[src/rtl/tx_eth_pkg.sv]
// Shared constants and state encoding for the Ethernet transmit MAC.
package tx_eth_pkg;

  // Transmit sequencer states, listed in wire order.
  typedef enum logic [2:0] {
    ST_IDLE = 3'd0,
    ST_PRE  = 3'd1,
    ST_HDR  = 3'd2,
    ST_PAY  = 3'd3,
    ST_PAD  = 3'd4,
    ST_FCS  = 3'd5,
    ST_DROP = 3'd6,
    ST_IFG  = 3'd7
  } tx_state_e;

  localparam logic [7:0] PREAMBLE_BYTE = 8'h55;
  localparam logic [7:0] SFD_BYTE      = 8'hD5;
  localparam int         PRE_LEN       = 8;   // seven preamble bytes plus the SFD
  localparam int         HDR_LEN       = 14;
  localparam int         FCS_LEN       = 4;

  localparam logic [31:0] CRC_INIT     = 32'hFFFFFFFF;
  localparam logic [31:0] CRC_POLY_REF = 32'hEDB88320;
  localparam logic [31:0] CRC_RESIDUE  = 32'hDEBB20E3;

endpackage

[src/rtl/crc32_d8.sv]
// Combinational one-byte step of the reflected IEEE 802.3 CRC-32.
module crc32_d8
  import tx_eth_pkg::*;
(
  input  logic [31:0] crc_in,
  input  logic [7:0]  data,
  output logic [31:0] crc_out
);

  // Fold the byte in LSB first, one polynomial division step per bit.
  always_comb begin
    // NOTE: combinational logic uses blocking assignments and gives every
    // output a value up front, so no path can infer a latch.
    logic [31:0] c;
    c = crc_in;
    for (int i = 0; i < 8; i++) begin
      if (c[0] ^ data[i]) c = (c >> 1) ^ CRC_POLY_REF;
      else                c = c >> 1;
    end
    crc_out = c;
  end

endmodule

[src/rtl/tx_mac.sv]
// Ethernet II transmit MAC: wraps an IP byte stream with preamble/SFD,
// MAC header, zero padding and FCS, then enforces the inter-frame gap.
module tx_mac
  import tx_eth_pkg::*;
#(
  parameter logic [15:0] ETHERTYPE   = 16'h0800,
  parameter int          MIN_PAYLOAD = 46,
  parameter int          IFG_CYCLES  = 12
) (
  input  logic        s_axis_aclk,
  input  logic        s_axis_areset,
  input  logic [47:0] dst_mac,
  input  logic [47:0] src_mac,
  input  logic [7:0]  s_axis_tdata,
  input  logic        s_axis_tvalid,
  input  logic        s_axis_tlast,
  input  logic        s_axis_tuser,
  output logic        s_axis_tready,
  output logic [7:0]  gmii_txd,
  output logic        gmii_tx_en,
  output logic        gmii_tx_er,
  output logic [15:0] tx_frame_cnt
);

  localparam int             IFG_W        = $clog2(IFG_CYCLES + 1);
  localparam logic [IFG_W-1:0] IFG_LAST   = IFG_W'(IFG_CYCLES - 1);
  localparam logic [10:0]    MIN_PAY_W    = 11'(MIN_PAYLOAD);
  localparam logic [3:0]     PRE_SFD_IDX  = 4'(PRE_LEN - 1);
  localparam logic [3:0]     HDR_LAST     = 4'(HDR_LEN - 1);
  localparam logic [3:0]     FCS_LAST     = 4'(FCS_LEN - 1);

  tx_state_e        state;
  logic [3:0]       byte_cnt;   // position inside preamble, header or FCS
  logic [10:0]      pay_cnt;    // payload plus pad bytes sent so far
  logic [10:0]      pay_next;
  logic [IFG_W-1:0] ifg_cnt;
  logic [111:0]     hdr_sr;     // latched header, shifted out MSB byte first
  logic [31:0]      crc;
  logic [31:0]      crc_next;
  logic [7:0]       crc_data;

  // The start-of-packet marker carries no information the MAC needs.
  logic unused_tuser;
  assign unused_tuser = s_axis_tuser;

  // Byte folded into the CRC this cycle: header, live payload or pad zero.
  always_comb begin
    case (state)
      ST_HDR:  crc_data = hdr_sr[111:104];
      ST_PAY:  crc_data = s_axis_tdata;
      default: crc_data = 8'h00;
    endcase
  end

  // Saturating payload count so very long frames cannot wrap back below the minimum.
  always_comb begin
    pay_next = (pay_cnt == 11'h7FF) ? pay_cnt : pay_cnt + 11'd1;
  end

  crc32_d8 u_crc (
    .crc_in  (crc),
    .data    (crc_data),
    .crc_out (crc_next)
  );

  // Frame sequencer; every GMII output is registered here, so each edge
  // decides the byte that appears on the wire during the following cycle.
  always_ff @(posedge s_axis_aclk) begin
    // NOTE: all sequential state uses non-blocking assignments so every
    // branch below reads the pre-edge values of the registers.
    if (s_axis_areset) begin
      state         <= ST_IDLE;
      byte_cnt      <= '0;
      pay_cnt       <= '0;
      ifg_cnt       <= '0;
      hdr_sr        <= '0;
      crc           <= '0;
      s_axis_tready <= 1'b0;
      gmii_txd      <= 8'h00;
      gmii_tx_en    <= 1'b0;
      gmii_tx_er    <= 1'b0;
      tx_frame_cnt  <= '0;
    end else begin
      gmii_txd   <= 8'h00;
      gmii_tx_en <= 1'b0;
      gmii_tx_er <= 1'b0;

      case (state)
        ST_IDLE: begin
          if (s_axis_tvalid) begin
            hdr_sr     <= {dst_mac, src_mac, ETHERTYPE};
            gmii_txd   <= PREAMBLE_BYTE;
            gmii_tx_en <= 1'b1;
            byte_cnt   <= 4'd1;
            state      <= ST_PRE;
          end
        end

        ST_PRE: begin
          gmii_tx_en <= 1'b1;
          if (byte_cnt == PRE_SFD_IDX) begin
            gmii_txd <= SFD_BYTE;
            crc      <= CRC_INIT;
            byte_cnt <= '0;
            state    <= ST_HDR;
          end else begin
            gmii_txd <= PREAMBLE_BYTE;
            byte_cnt <= byte_cnt + 4'd1;
          end
        end

        ST_HDR: begin
          gmii_tx_en <= 1'b1;
          gmii_txd   <= hdr_sr[111:104];
          hdr_sr     <= {hdr_sr[103:0], 8'h00};
          crc        <= crc_next;
          if (byte_cnt == HDR_LAST) begin
            // Open the upstream port now so payload byte 0 lands on the first PAY edge.
            s_axis_tready <= 1'b1;
            pay_cnt       <= '0;
            byte_cnt      <= '0;
            state         <= ST_PAY;
          end else begin
            byte_cnt <= byte_cnt + 4'd1;
          end
        end

        ST_PAY: begin
          gmii_tx_en <= 1'b1;
          // tready is always high here, so tvalid alone marks an accepted byte.
          if (s_axis_tvalid) begin
            gmii_txd <= s_axis_tdata;
            crc      <= crc_next;
            pay_cnt  <= pay_next;
            if (s_axis_tlast) begin
              s_axis_tready <= 1'b0;
              byte_cnt      <= '0;
              state         <= (pay_next < MIN_PAY_W) ? ST_PAD : ST_FCS;
            end
          end else begin
            // Underrun: the wire cannot wait, so poison the frame and drain the rest.
            gmii_tx_er <= 1'b1;
            state      <= ST_DROP;
          end
        end

        ST_PAD: begin
          gmii_tx_en <= 1'b1;
          crc        <= crc_next;
          pay_cnt    <= pay_next;
          if (pay_next >= MIN_PAY_W) state <= ST_FCS;
        end

        ST_FCS: begin
          gmii_tx_en <= 1'b1;
          gmii_txd   <= ~crc[7:0];
          crc        <= {8'h00, crc[31:8]};
          if (byte_cnt == FCS_LAST) begin
            tx_frame_cnt <= tx_frame_cnt + 16'd1;
            ifg_cnt      <= '0;
            state        <= ST_IFG;
          end else begin
            byte_cnt <= byte_cnt + 4'd1;
          end
        end

        ST_DROP: begin
          if (s_axis_tvalid && s_axis_tlast) begin
            s_axis_tready <= 1'b0;
            ifg_cnt       <= '0;
            state         <= ST_IFG;
          end
        end

        ST_IFG: begin
          if (ifg_cnt == IFG_LAST) state <= ST_IDLE;
          else                     ifg_cnt <= ifg_cnt + IFG_W'(1);
        end
      endcase
    end
  end

endmodule
[config.mk]
export PLATFORM = sky130hd
export DESIGN_NAME = tx_mac
export DESIGN_NICKNAME = d
export VERILOG_FILES = /design/src/rtl/tx_eth_pkg.sv /design/src/rtl/crc32_d8.sv /design/src/rtl/tx_mac.sv
export SDC_FILE = /design/constraint.sdc
export NUM_CORES = 1
export LEC_CHECK = 0
export ABC_AREA = 1
export BUFFER_PORTS_ARGS = -buffer_cell sky130_fd_sc_hd__buf_2
export CAP_MARGIN = 20
export CORE_MARGIN = 2
export CORE_UTILIZATION = 62
export DETAILED_ROUTE_END_ITERATION = 8
export PLACE_DENSITY = 0.88
export SYNTH_ARGS = -nofsm -noshare
export SYNTH_HDL_FRONTEND = slang
export SYNTH_SLANG_ARGS = --single-unit
[constraint.sdc]
create_clock -name s_axis_aclk -period 4.8 [get_ports s_axis_aclk]
set_clock_uncertainty 0.15 [all_clocks]
set_input_delay 1.2 -clock s_axis_aclk [delete_from_list [all_inputs] [get_ports s_axis_aclk]]
set_output_delay 1.2 -clock s_axis_aclk [all_outputs]
set_load 0.01 [all_outputs]
[Word level (Yosys, flattened, before mapping)]
Cells that the tools add are included.
Cells by class
  reduce and logical (&&, ||, !) cells: 19
  bitwise logic cells: 18
  muxes and demuxes: 52
  div/mod/pow operators: 0
  $mul: 0
  shift operators: 0
  equality and inequality tests: 24
  $lt $le $gt $ge: 2
  add/subtract/negate cells: 4
Operator list (count)
  two-way mux 32 bit: 10
  case mux 112 bit (2 select lines): 1
  case mux 32 bit (4 select lines): 1
  two-way mux 112 bit: 1
  NOT 13 -> 14 bit: 8
  case mux 8 bit (5 select lines): 1
  two-way mux 4 bit: 9
  two-way mux 11 bit: 3
  case mux 11 bit (3 select lines): 1
  two-way mux 3 bit: 9
  case mux 3 bit (8 select lines): 1
  != test 2 bit (second input constant): 11
  case mux 4 bit (5 select lines): 1
  adder 16 x 1 -> 16 bit (second input constant): 1
  two-way mux 8 bit: 2
  case mux 8 bit (2 select lines): 1
  == test 3 bit (second input constant): 4
  case mux 4 bit (3 select lines): 1
  adder 11 x 1 -> 11 bit (second input constant): 1
  == test 11 bit (second input constant): 1
  greater-or-equal comparator 11 x 6 -> 1 bit (second input constant): 1
  less-than comparator 11 x 6 -> 1 bit (second input constant): 1
  AND reduction 5 bit: 2
  nonzero test 3 bit: 3
  25 further kinds: 44
Word-level totals
  logic and storage cells: 130
  ROM bits: 0
  latch bits: 0
  RAM bits: 0
  input port bits: 109
  output and inout bits: 27
  memories: 0
  register bits after elaboration: 193

[Logic depth before layout (Yosys ltp)]
  word-level depth: 20
  mapped depth: 17
  mapped depth without buffers: 17

[Modules after synthesis]
A second synthesis with hierarchy kept.
Second synthesis, totals
  cell total of the unflattened synthesis: 1199
  area total of the unflattened synthesis: 8923.6 µm²
By module, submodules not included
  tx_mac: instances 1, sequential area each 3563.4 µm², area each 7689.9 µm², cells each 1004
  crc32_d8: instances 1, sequential area each 0.0 µm², area each 1233.7 µm², cells each 195

[Worst setup path before layout]
OpenSTA, ideal clock, no wires.
  kind: input-to-reg
  start: input s_axis_tvalid
  end: register hdr_sr[62]
  cell stages on the path: 7
  library setup time: 136 ps
  data arrival time: 2521 ps
  data required time: 4514 ps
  setup slack: 1993 ps
  buffers on the path: 2
  cells stage by stage: clkinv_1 > nor2_2 > nor2_2 > inv_1 > clkbuf_1 > clkbuf_1 > a31oi_1
Between the ends
  word-level cells in the longest chain between the ends: 2
RTL lines
  start, declared: line tx_mac.sv:15  | input logic s_axis_tvalid,
  != test 2 bit (no line)
  AND reduction 2 bit (no line)
  end signal, assigned: line tx_mac.sv:91  | hdr_sr <= {dst_mac, src_mac, ETHERTYPE};
  end signal, assigned: line tx_mac.sv:115  | hdr_sr <= {hdr_sr[103:0], 8'h00};
  end, declared: line tx_mac.sv:37  | logic [111:0] hdr_sr;
No other way between the ends.
A chain may end at the register's enable or synchronous reset.

[Worst setup path in the final report]
  start: input s_axis_tvalid
  end: register hdr_sr[99]
Same word-level chain as after synthesis.

==> run_results.csv <==
group,metric,value,unit
status,status,"completed",
route,drt-initial-drc-count,942,
cts,clk_pin_slew_worst_paths,0.07,ns
sta,grt_setup_unrepaired,"false",
placement,portBuffers,134,
route,ant_nets,0,
synthesis,netlist_instances,1349,
cts,ctsResizeCount,0,
global_route,grt_max_degree,93,
cts,clk_latency,0.44,ns
flow_run,drv_cap,0,
synthesis,synth_nets,1463,
synthesis,synth_area,9240,um2
critical_path,criticalPathCategory,"in2reg",
final_layout,nets,1554,
synthesis,synth.avg_cell_area,6.85,um2
min_path,whs_path_depth,2,
critical_path,cp_top_family,"buffers and inverters",
global_route,grt_overflow_total,0,
cts,cts_setup_buffers,0,
global_route,antenna_found_initial,1,
critical_path,arrival,3.26,ns
critical_path,end_kind,"register",
global_route,grt_pass1_wl,40200,um
cts,ctsLongestPathBuffers,2,
sta,period_minus_slack,3.05,ns
route,drc,0,
critical_path,cp.required,5.00,ns
critical_path,cpMostUsedCell,"nor2_2",
cts,root_buffer,"clkbuf_16",
floorplan,initial_core_util,63.6,%
pwr,max-vdd-ir-drop,0.000379,V
critical_path,cp_num_buf_inv,5,
cts,cts.sinks,178,
synthesis,synth_seq_area_share,38.6,%
min_path,hp-class,"reg2reg",
sta,setup_viol,0,
critical_path,crit_fanout,88,
sta,finalMaxSlewViolations,0,
pwr,leakage,0.00481,uW
critical_path,crit_cells,9,
critical_path,r2r_slack,1.81,ns
route,routedWlPerCell,14.9,um
critical_path,cpPeakStageDelay,0.57,ns
synthesis,synthDistinctLibCells,44,
route,routed_wl,24400,um
synthesis,ys_seq_elements,178,
cts,numCtsBuffers,17,
final_layout,drive_gt1_share,16.7,%
floorplan,die_w,126,um
cts,cts_tree,"done",
sta,final_hold_viol_count,0,
placement,gp_congestion,0.905,
floorplan,rows,44,
floorplan,num_io_pins,136,
sta,setup_tns,0,ns
sta,slew_headroom,40.2,%
sta,worst_slew_pin_slew,0.896,ns
critical_path,start_kind,"primary input",
floorplan,dieArea,15900,um2
critical_path,path_cells,"buf_2 > clkinv_1 > nor2_2 > buf_4 > nor2_2 > inv_4 > buf_12 > o21ai_0 > a31oi_1",
floorplan,die_y,126,um
sta,period_share,63.6,%
critical_path,rr_worst_depth,18,
sta,max_freq,328,MHz
floorplan,core_area,14500,um2
route,via_count,9494,
synthesis,ys_warn_count,0,
critical_path,crit_slowest_cell,"inv_4",
pwr,powerDensity,644,nW/um2
global_route,track_usage,30.4,%
cts,postCtsHoldBufs,0,
cts,htreeDepth,4,
global_route,grt_pass1_vias,8646,
final_layout,area_delta_synth_final,14.8,%
placement,hpwlAfterDp,16000,um
sta,fin_hold_ws,0.316,ns
route,viasPerCell,5.80,
route,firstDrtPassIters,6,
## final timing paths
path | to | startpoint
max | hdr_sr[99]$_SDFFE_PP0P_ | s_axis_tvalid
min | hdr_sr[17]$_SDFFE_PP0P_ | hdr_sr[17]$_SDFFE_PP0P_
max reg2reg | crc[23]$_SDFFE_PP0P_ | state[2]$_SDFFE_PP0P_
min reg2reg | hdr_sr[17]$_SDFFE_PP0P_ | hdr_sr[17]$_SDFFE_PP0P_
## kinds of logic after synthesis
family                     synth area share [%]
DFF                                        38.6
AOI/OAI and AO/OA                          20.4
xor gates and xnor gates                   3.90
buffers and inverters                      6.94
and+or+nand+nor                            29.5
adders and majority gates                 0.677
## layout make-up
class | count | area [um2]
flip-flops and latches | 178 | 3560
repair buffers | 146 | 798
diodes | 1 | 2.50
fillers | 1188 | 3930
clock inverters | 11 | 165
well taps | 184 | 230
inverters | 87 | 329
clock buffers | 21 | 480
multi-input cells | 1010 | 5040
## layer usage
metal	global-route usage (%)	vias to the layer above	share of wire, %
met1	38.8	4362	43
met5	0	-	0
met2	50.9	371	48
met3	6.75	62	6.6
li1	-	4699	-
met4	11.0	0	2.3
## Yosys cell counts (all sizes together)
cell | count | share of area, %
a221oi | 4 | 0.38
xnor2 | 9 | 0.93
clkinv | 2 | 0.081
dfxtp | 178 | 39
o221ai | 5 | 0.47
nor2 | 65 | 2.9
nor3b | 2 | 0.16
nand3 | 82 | 4.7
inv | 85 | 3.5
clkbuf | 57 | 2.3
nand3b | 1 | 0.081
o21a | 3 | 0.24
a21oi | 91 | 4.9
nand4 | 7 | 0.47
o31ai | 1 | 0.081
nand2 | 445 | 19
or2 | 11 | 0.77
a31o | 1 | 0.095
o311ai | 1 | 0.095
o21ai | 136 | 7.4
or3 | 1 | 0.068
a211oi | 4 | 0.32
nor3 | 15 | 1.0
xor2 | 27 | 3.0
o211ai | 3 | 0.24
ha | 5 | 0.68
buf | 17 | 1.1
a31oi | 91 | 6.2
## state kept, by name, summed over array words and instances (netlist names)
signal / cells
state: 3
gmii_tx_er: 1
tx_frame_cnt: 16
pay_cnt: 11
s_axis_tready: 1
crc: 32
byte_cnt: 4
gmii_txd: 8
hdr_sr: 97
gmii_tx_en: 1
ifg_cnt: 4
## cells in the final DEF, fill, tap and decap left out, drive strengths merged, types with 7 or more instances in the layout
master	instances
clkbuf	21
nor2	65
xnor2	9
a21oi	91
nand2	445
a31oi	91
nor3	15
xor2	27
o21ai	136
dfxtp	178
inv	91
nand3	82
buf	146
or2	11
nand4	7
## power by group
| group | internal, uW | switching [uW] |
|---|---|---|
| logic | 987 | 2030 |
| clock network | 890 | 628 |
| registers | 1980 | 318 |
## worst min-delay path, delay by kind of cell (launching register included)
kind,cells,cell delay (ns)
simple gates,1,0.06
compound gates,1,0.05
flops,1,0.31
## stage by stage
| step | setup WS (ns) | total power (uW) | area (um2) | cells | util, % |
|---|---|---|---|---|---|
| finish | 1.75 | 6830 | 10600 | 1638 | 73.0 |
| global route | 1.51 | 7310 | 10600 | 1637 | 73.0 |
| CTS | 1.79 | 6790 | 10600 | 1637 | 73.0 |
| detailed placement | 1.38 | 5240 | 9960 | 1605 | 68.5 |
| global placement | 1.41 | 5140 | 9960 | 1605 | 68.5 |
| floorplan | 1.99 | 4580 | 9240 | 1349 | - |
(Power assumes the default switching activity.)
